===== config.mk =====
export PLATFORM = sky130hd
export DESIGN_NAME = lfsr_symbol_gen
export DESIGN_NICKNAME = d
export VERILOG_FILES = /design/src/rtl/lfsr_symbol_gen.sv
export SDC_FILE = /design/constraint.sdc
export NUM_CORES = 1
export LEC_CHECK = 0
export CORE_ASPECT_RATIO = 0.8
export CORE_UTILIZATION = 40
export CTS_BUF_LIST = sky130_fd_sc_hd__clkbuf_4
export DETAILED_ROUTE_END_ITERATION = 7
export PLACE_DENSITY_LB_ADDON = 0.08
export SYNTH_ARGS = -nofsm -noshare
export SYNTH_HDL_FRONTEND = slang
export SYNTH_SLANG_ARGS = --single-unit

===== constraint.sdc =====
create_clock -name clk -period 3.4 [get_ports clk]
set_clock_uncertainty 0.1 [all_clocks]
set_input_delay 0.51 -clock clk [delete_from_list [all_inputs] [get_ports clk]]
set_output_delay 0.51 -clock clk [all_outputs]
set_load 0.02 [all_outputs]

===== src/rtl/lfsr_symbol_gen.sv =====
`default_nettype none
// ============================================================================
// Module   : lfsr_symbol_gen
// Brief    : Galois-free Fibonacci LFSR with multi-step symbol requests, seed
//            load, all-zero lockup recovery; optional mark/replay when the
//            macro LFSR_REPLAY_EN is defined.
// Revision : 1.0 - initial release
// ============================================================================
module lfsr_symbol_gen #(
  parameter int              WIDTH    = 8,
  parameter logic [WIDTH-1:0] TAPS    = 8'hB8,
  parameter logic [WIDTH-1:0] SEED    = 8'hA1,
  parameter int              SYM_BITS = 2,
  parameter int              STEPS    = 4
) (
  input  logic                clk,
  input  logic                rst,
  input  logic                tick,
  input  logic                load,
  input  logic [WIDTH-1:0]    load_value,
  input  logic                req,
`ifdef LFSR_REPLAY_EN
  input  logic                mark,
  input  logic                replay,
`endif
  output logic                busy,
  output logic                sym_valid,
  output logic [SYM_BITS-1:0] sym,
  output logic [WIDTH-1:0]    state_out,
  output logic                lockup
);

  localparam logic [7:0] C_LAST = 8'(STEPS - 1);

  typedef enum logic {
    S_IDLE = 1'b0,
    S_STEP = 1'b1
  } fsm_e;

  fsm_e                fsm_q;
  logic [WIDTH-1:0]    lfsr_q;
  logic [7:0]          cnt_q;
  logic [SYM_BITS-1:0] sym_q;
  logic                sym_valid_q;
  logic                busy_q;
  logic                lockup_q;

  logic                fb;
  logic [WIDTH-1:0]    shift_raw;
  logic                shift_zero;
  logic [WIDTH-1:0]    shift_d;
  logic                load_zero;
  logic [WIDTH-1:0]    load_d;

  // Any all-zero candidate is replaced by SEED so the register can never lock.
  assign fb         = ^(lfsr_q & TAPS);
  assign shift_raw  = {fb, lfsr_q[WIDTH-1:1]};
  assign shift_zero = (shift_raw == '0);
  assign shift_d    = shift_zero ? SEED : shift_raw;
  assign load_zero  = (load_value == '0);
  assign load_d     = load_zero ? SEED : load_value;

`ifdef LFSR_REPLAY_EN
  logic [WIDTH-1:0] shadow_q;
  logic             replay_zero;
  logic [WIDTH-1:0] replay_d;

  assign replay_zero = (shadow_q == '0);
  assign replay_d    = replay_zero ? SEED : shadow_q;
`endif

  always_ff @(posedge clk) begin
    if (rst) begin
      lfsr_q      <= SEED;
      fsm_q       <= S_IDLE;
      cnt_q       <= '0;
      sym_q       <= '0;
      sym_valid_q <= 1'b0;
      busy_q      <= 1'b0;
      lockup_q    <= 1'b0;
`ifdef LFSR_REPLAY_EN
      shadow_q    <= SEED;
`endif
    end else begin
      sym_valid_q <= 1'b0;
      lockup_q    <= 1'b0;
      if (load) begin
        lfsr_q   <= load_d;
        lockup_q <= load_zero;
        fsm_q    <= S_IDLE;
        busy_q   <= 1'b0;
        cnt_q    <= '0;
      end
`ifdef LFSR_REPLAY_EN
      else if (replay) begin
        lfsr_q   <= replay_d;
        lockup_q <= replay_zero;
        fsm_q    <= S_IDLE;
        busy_q   <= 1'b0;
        cnt_q    <= '0;
      end
`endif
      else begin
`ifdef LFSR_REPLAY_EN
        if (mark) begin
          shadow_q <= lfsr_q;
        end
`endif
        case (fsm_q)
          S_IDLE: begin
            if (req) begin
              fsm_q  <= S_STEP;
              busy_q <= 1'b1;
              cnt_q  <= '0;
            end else if (tick) begin
              lfsr_q   <= shift_d;
              lockup_q <= shift_zero;
            end
          end
          S_STEP: begin
            lfsr_q   <= shift_d;
            lockup_q <= shift_zero;
            if (cnt_q == C_LAST) begin
              sym_q       <= shift_d[SYM_BITS-1:0];
              sym_valid_q <= 1'b1;
              fsm_q       <= S_IDLE;
              busy_q      <= 1'b0;
            end else begin
              cnt_q <= cnt_q + 8'd1;
            end
          end
          default: begin
            fsm_q  <= S_IDLE;
            busy_q <= 1'b0;
          end
        endcase
      end
    end
  end

  assign busy      = busy_q;
  assign sym_valid = sym_valid_q;
  assign sym       = sym_q;
  assign state_out = lfsr_q;
  assign lockup    = lockup_q;

endmodule
`default_nettype wire


* After elaboration in Yosys (flattened, before gate mapping) *
Cells that the tools add are included.
W data, S select, Z words.

storage, ports and cells
  register bits after elaboration = 22
  bits of input ports = 13

operators by class
  add/subtract/negate cells = 1
  equal/unequal tests = 6
  multiplexer cells = 20
  bitwise operators = 2
  reduce and logical (&&, ||, !) cells = 9

operators with widths
  kind                   number
  $mux W8                7
  $pmux W8 S2            2
  $logic_not A8 Y1       2
  $add A8 B1 Y8 const B  1
  $eq A8 B2 Y1 const B   1
  $mux W1                8
  $reduce_xor A8 Y1      1
  $ne A3 B3 Y1 const B   2
  $pmux W1 S2            3
  $reduce_and A2 Y1      3
  $ne A2 B2 Y1 const B   2
  $reduce_and A3 Y1      1
  $reduce_or A3 Y1       1
  $ne A2 B1 Y1 const B   1
  $not A1 Y1             2
  $reduce_or A2 Y1       1

* Logic depth before layout (Yosys ltp) *
Gate-level depths: netlist (run 1).

  depth after elaboration = 7
  mapped depth = 5
  mapped depth without buffers = 5

* Worst setup path before layout (run 1) *
Ideal clock, no wire load.

  kind = register to register
  from = register cnt_q[0]
  to = register sym_q[0] (netlist: sym[0])
  data arrival time = 1595 ps
  data required time = 3167 ps
  path slack = 1572 ps
  cell stages (with the launch flop) = 6
  buffers on the path = 0
  path through = dfxtp_1 > ha_1 > or4b_4 > or2_2 > nor3_1 > nor3_1

on the way
  word-level cells in the longest chain between the ends = 2

RTL lines
  element                      RTL line  text
  start, declared              42        logic [7:0] cnt_q;
  start signal, assigned       129       cnt_q <= cnt_q + 8'd1;
  $eq A8 B2 Y1                 123       if (cnt_q == C_LAST) begin
  $reduce_and A3 Y1 (no line)  --
  end signal, assigned         124       sym_q <= shift_d[SYM_BITS-1:0];
  end, declared                43        logic [SYM_BITS-1:0] sym_q;

Every way passes these cells.
A chain may end at the register's enable or synchronous reset.

* Worst setup path in the final report (run 1) *
  from = register lfsr_q[5] (netlist: state_out[5])
  to = output state_out[5]

RTL lines
  element                 RTL line  text
  start, declared         41        logic [WIDTH-1:0] lfsr_q;
  start signal, assigned  88        lfsr_q <= load_d;
  start signal, assigned  116       lfsr_q <= shift_d;
  start signal, assigned  121       lfsr_q <= shift_d;
  end, declared           29        output logic [WIDTH-1:0] state_out,

No word-level cell between the ends.

==> results of run 1 <==
layout by cell type (no fill, tap or decap), drive strengths merged, types with 2 or more instances in the layout:
| cell type | count |
|---|---|
| o41ai | 2 |
| or4b | 2 |
| dfxtp | 22 |
| and3 | 3 |
| nand4 | 3 |
| nor3 | 5 |
| nand3 | 2 |
| clkbuf | 3 |
| o31ai | 3 |
| o2111ai | 5 |
| mux2i | 8 |
| nor2 | 14 |
| a211oi | 5 |
| clkdlybuf4s50 | 25 |
| a21oi | 4 |
| nand2 | 6 |
| inv | 3 |
| or2 | 2 |
| xnor2 | 2 |
| xor2 | 4 |
| nor4 | 2 |
worst paths after layout:
| path | to | slack, ps | cells after the start |
|---|---|---|---|
| worst max-delay path | state_out[5] | 1310 | 1 |
| worst min-delay path | busy | 360 | 2 |
| worst max register to register | cnt_q[1] | 1380 | 5 |
| worst min register to register | busy | 360 | 2 |
power by group through the flow:
stage | Clock [mW] | Sequential [mW] | Combinational, mW
2_1_floorplan | 0 | 0.294 | 0.0450
3_3_place_gp | 0 | 0.287 | 0.0925
3_5_place_dp | 0 | 0.287 | 0.0934
4_1_cts | 0.121 | 0.282 | 0.0941
5_1_grt | 0.132 | 0.284 | 0.100
6_report | 0.117 | 0.282 | 0.0937
flip-flops by register name, indices dropped and copies added (netlist names):
signal and flops:
state_out 8, cnt_q 8, sym 2, sym_valid 1
fsm_q 1, lockup 1, busy 1
kinds of logic after synthesis:
family | share of synthesized area
mux | 0.0741
simple gates | 0.234
buf+inv | 0.0312
xor+xnor | 0.0486
compound gates | 0.193
flops | 0.407
fa+ha+maj | 0.0116
through the flow:
step                cell area [µm²]  total power, mW   util  cells
finish                         1380            0.493  0.552    174
global route                   1380            0.516  0.552    174
CTS                            1380            0.496  0.552    174
detailed placement             1360            0.381  0.543    171
global placement               1360            0.380  0.543    171
floorplan                      1080            0.339      -    114
cell type report:
class / instances / area share
Sequential cell: 22 / 0.319
Multi-Input combinational cell: 84 / 0.440
Clock buffer: 3 / 0.0163
Timing Repair Buffer: 25 / 0.181
Tap cell: 36 / 0.0326
Inverter: 4 / 0.0109
per-layer routing:
| layer | up-vias | wire length [µm] | global-route usage | share of wire |
|---|---|---|---|---|
| li1 | 479 | - | - | - |
| met1 | 434 | 1270 | 0.284 | 0.53 |
| met2 | 26 | 979 | 0.229 | 0.41 |
| met3 | 2 | 126 | 0.0615 | 0.053 |
| met4 | 0 | 9 | 0.0194 | 0.0038 |
| met5 | - | 0 | 0 | 0 |
==> out/qor.csv, run 1 <==
metric;value;unit
status;complete, no violations;
Seq pwr share;0.572;
number of synthesized register bits;22;
PortBufs;25;
gr usage total;0.177;
vias;941;
clk slew on worst S/H paths;110;ps
Max stage delay on crit path;660;ps
Clock Tree Root;clkbuf_4;
Setup violations, final;0;
Fin Hold WS;365;ps
Synth top cells by count;22 x dfxtp_1, 14 x nor2_1, 8 x mux2i_1;
proportion of layout cells with a drive suffix above 1;0.0870;
clk_lat worst skew;300;ps
largest net degree at the start of global routing;14;
maximum clock path buffer count;2;
pre-CTS setup slack;1050;ps
Hold Crit Start;busy;
final hold violation count;0;
CTS tree;done;
Area growth syn-to-layout;27.7;%
Crit. End Element;primary output;
number of global-route vias before repair;846;
initial antenna violation count;0;
Multi-input gate area;607;µm²
Mapped Cells;114;
max_slew headroom;0.596;
RePlAce Congestion;0.827;
Initial Util;0.432;
final period demand of the worst path;2090;ps
Sw Pwr;0.136;mW
top-count cell post-synth;dfxtp_1;
Die Wd;60.1;µm
post-synth cell types;38;
synth top area cells;dfxtp_1 41%, mux2i_1 7.4%, nor2_1 4.9%, o2111ai_1 4.1%, a211oi_1 3.5%;
max-slew violations;0;
Gates resized, CTS repair;0;
switching share of power;0.276;
Post-synth EDFFs;0;
Ports;26;
H-tree depth;1;
sequential-to-total area share from yosys stat;0.407;
power density cells;357;nW/µm²
syn_area_per_cell;9.48;µm²
n_diodes;0;
Main synth FF type;dfxtp_1;
global-route wire length before repair;3930;µm
DR pass1 iterations;4;
CTS sink cnt;22;
nature of the critical path startpoint;flop;
core box area;2500;µm²
Critical Path Source;state_out[5];
Tcrit/Tclk final;0.615;
total CTS buffers;3;
Setup TNS Final;0;ps
Filler cells;236;
CP arrival;1480;ps
RSZ-0062 raised after global routing;false;
GRT Residual Overflow;0;
worst r2r src;cnt_q[0];
Final #Nets;154;
hold crit path type;reg2reg;
Max Cap Viol;0;
Leak Pwr;0.499;nW
initial DRC count;20;
Final Worst Setup Slack;1310;ps
worst vdd ir;225;µV
Gate power share;0.190;
critical path buffer and inverter count;1;
via/cell ratio;5.41;
Setup Crit Path Kind;reg2out;
Yosys top cell area share;0.407;
Post-synth ARST share;0;
die area;2920;µm²
Routed Antenna Nets;0;
top cell type by total area after synthesis;dfxtp_1;
Required @ worst endpoint;2790;ps
Post-CTS Setup Bufs;0;
Synth Net Count;128;
Pint;0.357;mW
Clock power frac;0.238;
CP cell instances;clkdlybuf4s50_1;
Ys Warns;0;
fmax;479;MHz
die height;48.5;µm
netlist area before placement;1080;µm²
WL final;2390;µm
DP HPWL;1860;µm
Worst Max-Slew Pin Slew;606;ps
CP max FO;6;
Residual DRC;0;
hold_buf cts;0;
FF/Latch Area;440;µm²
Cell Rows;16;
Worst path slowest cell;clkdlybuf4s50_1;
routed len/inst;13.7;µm
CP top delay family;buffers and inverters;
Note: power is estimated with default switching activity, not from simulation.
==> run 2, diff against run 1 <==
clock period = 1.98 ns   (was 3.4 ns; I/O delays follow)
==> run 2 against run 1 <==
Total power up 76%. Critical path type unchanged. Register-to-register slack got worse by 1300 ps. Clock power rose by 78%.
==> out/qor.csv, run 2 (same netlist as run 1, synthesis figures left out) <==
metric;value;unit
status;complete, no violations;
critical path buffer and inverter count;1;
Setup TNS Final;0;ps
total CTS buffers;3;
Critical Path Source;state_out[5];
CTS sink cnt;22;
proportion of layout cells with a drive suffix above 1;0.173;
Setup Crit Path Kind;reg2out;
number of global-route vias before repair;869;
Filler cells;232;
RR Endpoint;cnt_q[1];
Tcrit/Tclk final;0.956;
die area;2920;µm²
CP arrival;1490;ps
commonest cells after routing, fill and taps aside;25 x clkdlybuf4s50_1, 20 x dfxtp_1, 14 x nor2_1, 11 x buf_4, 8 x mux2i_1;
CTS tree;done;
DP HPWL;1900;µm
Placement Cell Area;1430;µm²
clk_lat worst skew;310;ps
Die Wd;60.1;µm
clk slew on worst S/H paths;120;ps
Area growth syn-to-layout;37.5;%
die height;48.5;µm
Ports;26;
Routed Antenna Nets;0;
gr usage total;0.177;
CP cell instances;clkdlybuf4s50_1;
vias;966;
largest net degree at the start of global routing;13;
critical path capture point;state_out[5];
Clock Tree Root;clkbuf_4;
core box area;2500;µm²
CP top delay family;buffers and inverters;
Initial Util;0.432;
initial antenna violation count;0;
hold crit path type;reg2reg;
CP max FO;6;
Cell Rows;16;
RSZ-0062 raised after global routing;false;
Reg2Reg Setup Slack;90;ps
fmax;529;MHz
Final #Nets;165;
nature of the critical path startpoint;flop;
Total Power;0.865;mW
global-route wire length before repair;3930;µm
max_slew headroom;0.738;
final period demand of the worst path;1890;ps
Required @ worst endpoint;1580;ps
worst vdd ir;386;µV
via/cell ratio;5.19;
max-slew violations;0;
Crit. End Element;primary output;
PortBufs;25;
Leak Pwr;0.553;nW
maximum clock path buffer count;2;
final hold violation count;0;
most common cell after layout, fill and taps aside;clkdlybuf4s50_1;
CP Depth;1;
n_diodes;0;
Worst Max-Slew Pin Slew;390;ps
Worst path slowest cell;clkdlybuf4s50_1;
power density cells;582;nW/µm²
routed len/inst;13.1;µm
RePlAce Congestion;0.837;
worst r2r src;cnt_q[0];
Max Cap Viol;0;
R2R depth;5;
GRT Residual Overflow;0;
initial DRC count;33;
WL final;2430;µm
Max stage delay on crit path;670;ps
Setup violations, final;0;
DR pass1 iterations;4;
H-tree depth;1;
Residual DRC;0;
post-route cell area;1490;µm²
hold_buf cts;0;
[run 2: cell count changes in the layout (fill, tap and decap cells not counted), sizes merged]
cell    previous run  this run
buf                0        11
clkinv             1         2
[run 2: report_power, final]
part	switching, mW	total (mW)	leakage, nW	internal (mW)
clock network	0.134	0.208	0.0154	0.0737
logic	0.0849	0.180	0.357	0.0951
registers	0.0214	0.478	0.181	0.456
[run 2: final cells by class]
| class | instances | area [µm²] | area share |
|---|---|---|---|
| multi-input combinational | 84 | 619 | 0.417 |
| sequential | 22 | 448 | 0.301 |
| timing repair buffer | 36 | 333 | 0.224 |
| tap | 36 | 45.0 | 0.0303 |
| clock buffer | 3 | 22.5 | 0.0152 |
| inverter | 4 | 15.0 | 0.0101 |
| clock inverter | 1 | 3.75 | 0.00253 |
[run 2: per-stage QoR]
step	std cells	util	hold WS, ps	setup WS, ps
5_1_grt	186	0.594	406	9.80
2_1_floorplan	114	-	315	152
4_1_cts	185	0.583	370	69.9
3_3_place_gp	181	0.573	355	146
3_5_place_dp	181	0.573	353	92.3
6_report	186	0.594	369	88.1
[run 2: timing repair]
action / in CTS / in global routing
buffers inserted: 0 / 1
setup endpoints to repair: 0 / 2
resized for setup: 0 / 6
[run 2: worst min path at each step]
stage | start | to | depth (start not counted)
global placement | busy | busy | 2
floorplan | load_value[5] | state_out[5] | 2
global route | busy | busy | 2
detailed placement | busy | busy | 2
CTS | busy | busy | 2
finish | busy | busy | 2
[run 2: routing by layer]
layer,track usage,share of wire,vias to the layer above
li1,-,-,503
met4,0.0349,0.0062,0
met3,0.0561,0.046,2
met5,0,0,-
met1,0.271,0.54,438
met2,0.240,0.41,23
==> run 3, diff against run 2 <==
CORE_UTILIZATION = 50   (was 40)
HOLD_SLACK_MARGIN = 0.02   (was unset)
TNS_END_PERCENT = 5   (was unset)
==> run 3 against run 2 <==
Clock power up 2%. Final cell count down 7.5%. Flip-flop and latch count unchanged. Utilization up 15 points. Wire length down 1.2%. Combinational power about the same. Setup slack worse by 56 ps.
==> out/qor.csv, run 3 (same netlist as run 1, synthesis figures left out) <==
metric;value;unit
status;complete, no violations;
vias;1010;
maximum clock path buffer count;2;
Max Cap Viol;0;
power density cells;599;nW/µm²
RR Endpoint;cnt_q[1];
RePlAce Congestion;0.861;
Routed Antenna Nets;0;
most common cell after layout, fill and taps aside;clkdlybuf4s50_1;
Multi-input gate area;619;µm²
nature of the critical path startpoint;flop;
hold_buf cts;0;
fmax;513;MHz
core box area;1960;µm²
Worst Max-Slew Pin Slew;390;ps
Clock Tree Root;clkbuf_4;
largest net degree at the start of global routing;13;
Tcrit/Tclk final;0.984;
die area;2350;µm²
GRT Residual Overflow;0;
clk slew on worst S/H paths;120;ps
dpl cells;167;
CTS tree;done;
max_slew headroom;0.739;
die height;43.6;µm
Area growth syn-to-layout;34.5;%
initial DRC count;18;
Setup violations, final;0;
PortBufs;25;
n_diodes;0;
Crit. End Element;flop;
Total Power;0.871;mW
CP max FO;5;
worst vdd ir;407;µV
Setup Crit Path Kind;reg2reg;
hold crit path type;reg2reg;
Initial Util;0.551;
worst r2r src;cnt_q[0];
global-route wire length before repair;3970;µm
Ports;26;
Cell Rows;14;
critical path capture point;cnt_q[1];
R2R depth;5;
routed len/inst;14.0;µm
Reg2Reg Setup Slack;30;ps
proportion of layout cells with a drive suffix above 1;0.162;
total CTS buffers;3;
commonest cells after routing, fill and taps aside;25 x clkdlybuf4s50_1, 20 x dfxtp_1, 14 x nor2_1, 9 x buf_4, 8 x mux2i_1;
final std cells w/o fill;172;
Fin Hold WS;377;ps
H-tree depth;1;
DR pass1 iterations;4;
WL final;2410;µm
final hold violation count;0;
FF/Latch Area;445;µm²
Final #Nets;163;
Residual DRC;0;
CTS sink cnt;22;
CP arrival;2060;ps
max-slew violations;0;
Filler cells;153;
Critical Path Source;cnt_q[0];
Required @ worst endpoint;2100;ps
gr usage total;0.238;
via/cell ratio;5.87;
final period demand of the worst path;1950;ps
Die Wd;54.0;µm
clk_lat worst skew;310;ps
initial antenna violation count;0;
number of global-route vias before repair;883;
Leak Pwr;0.542;nW
DP HPWL;1840;µm
==> run 3: cell types whose count changed in the layout (fill, tap and decap cells not counted) <==
| cell | previous run | this run |
|---|---|---|
| buf_4 | 11 | 9 |
| dfxtp_2 | 0 | 1 |
| dfxtp_4 | 2 | 1 |
==> run 3: critical path, stage by stage, from the launching register on <==
cell and delay (ps):
dfxtp_4 390, ha_4 130, or4b_4 490, o41ai_4 430
mux2i_1 250, nor2_1 60
==> run 3: routing by layer <==
layer  vias up  wire (µm)  share of wire  global-route usage
met4         0         34          0.014              0.0872
li1        504          -              -                   -
met5         -          0              0                   0
met3         5        148          0.062              0.0772
met2        37       1050           0.44               0.343
met1       464       1170           0.49               0.332
==> run 3: report_power, final <==
part           internal [mW]  total [mW]  leakage (nW)  switching [mW]
sequential             0.458       0.481         0.181          0.0229
combinational         0.0938       0.178         0.345          0.0843
clock                 0.0738       0.212        0.0154           0.138
==> run 3: layout make-up <==
type                       count  area share
clock buffer                   3      0.0155
clock inverter                 1     0.00258
inverter                       4      0.0103
multi-input combinational     84       0.426
sequential                    22       0.306
tap                           24      0.0207
timing repair buffer          34       0.219
==> run 3: repair_timing <==
item                                    CTS  global route
endpoints found under the setup margin    0             1
gates resized for setup                   0             5
setup buffers                             0             1
==> run 3: worst min-delay path by stage <==
stage	start	to	cells after the start
global placement	busy	busy	2
CTS	busy	busy	2
finish	busy	busy	2
global route	busy	busy	2
detailed placement	busy	busy	2
floorplan	load_value[5]	state_out[5]	2
==> run 3: through the flow <==
stage | util | worst slack [ps] | instance area, µm² | TNS, ps
floorplan | - | 152 | 1080 | 0
global placement | 0.715 | 158 | 1400 | 0
detailed placement | 0.715 | 79.3 | 1400 | 0
CTS | 0.728 | 65.8 | 1430 | 0
global route | 0.741 | -1.88 | 1450 | -1.88
finish | 0.741 | 31.7 | 1450 | 0
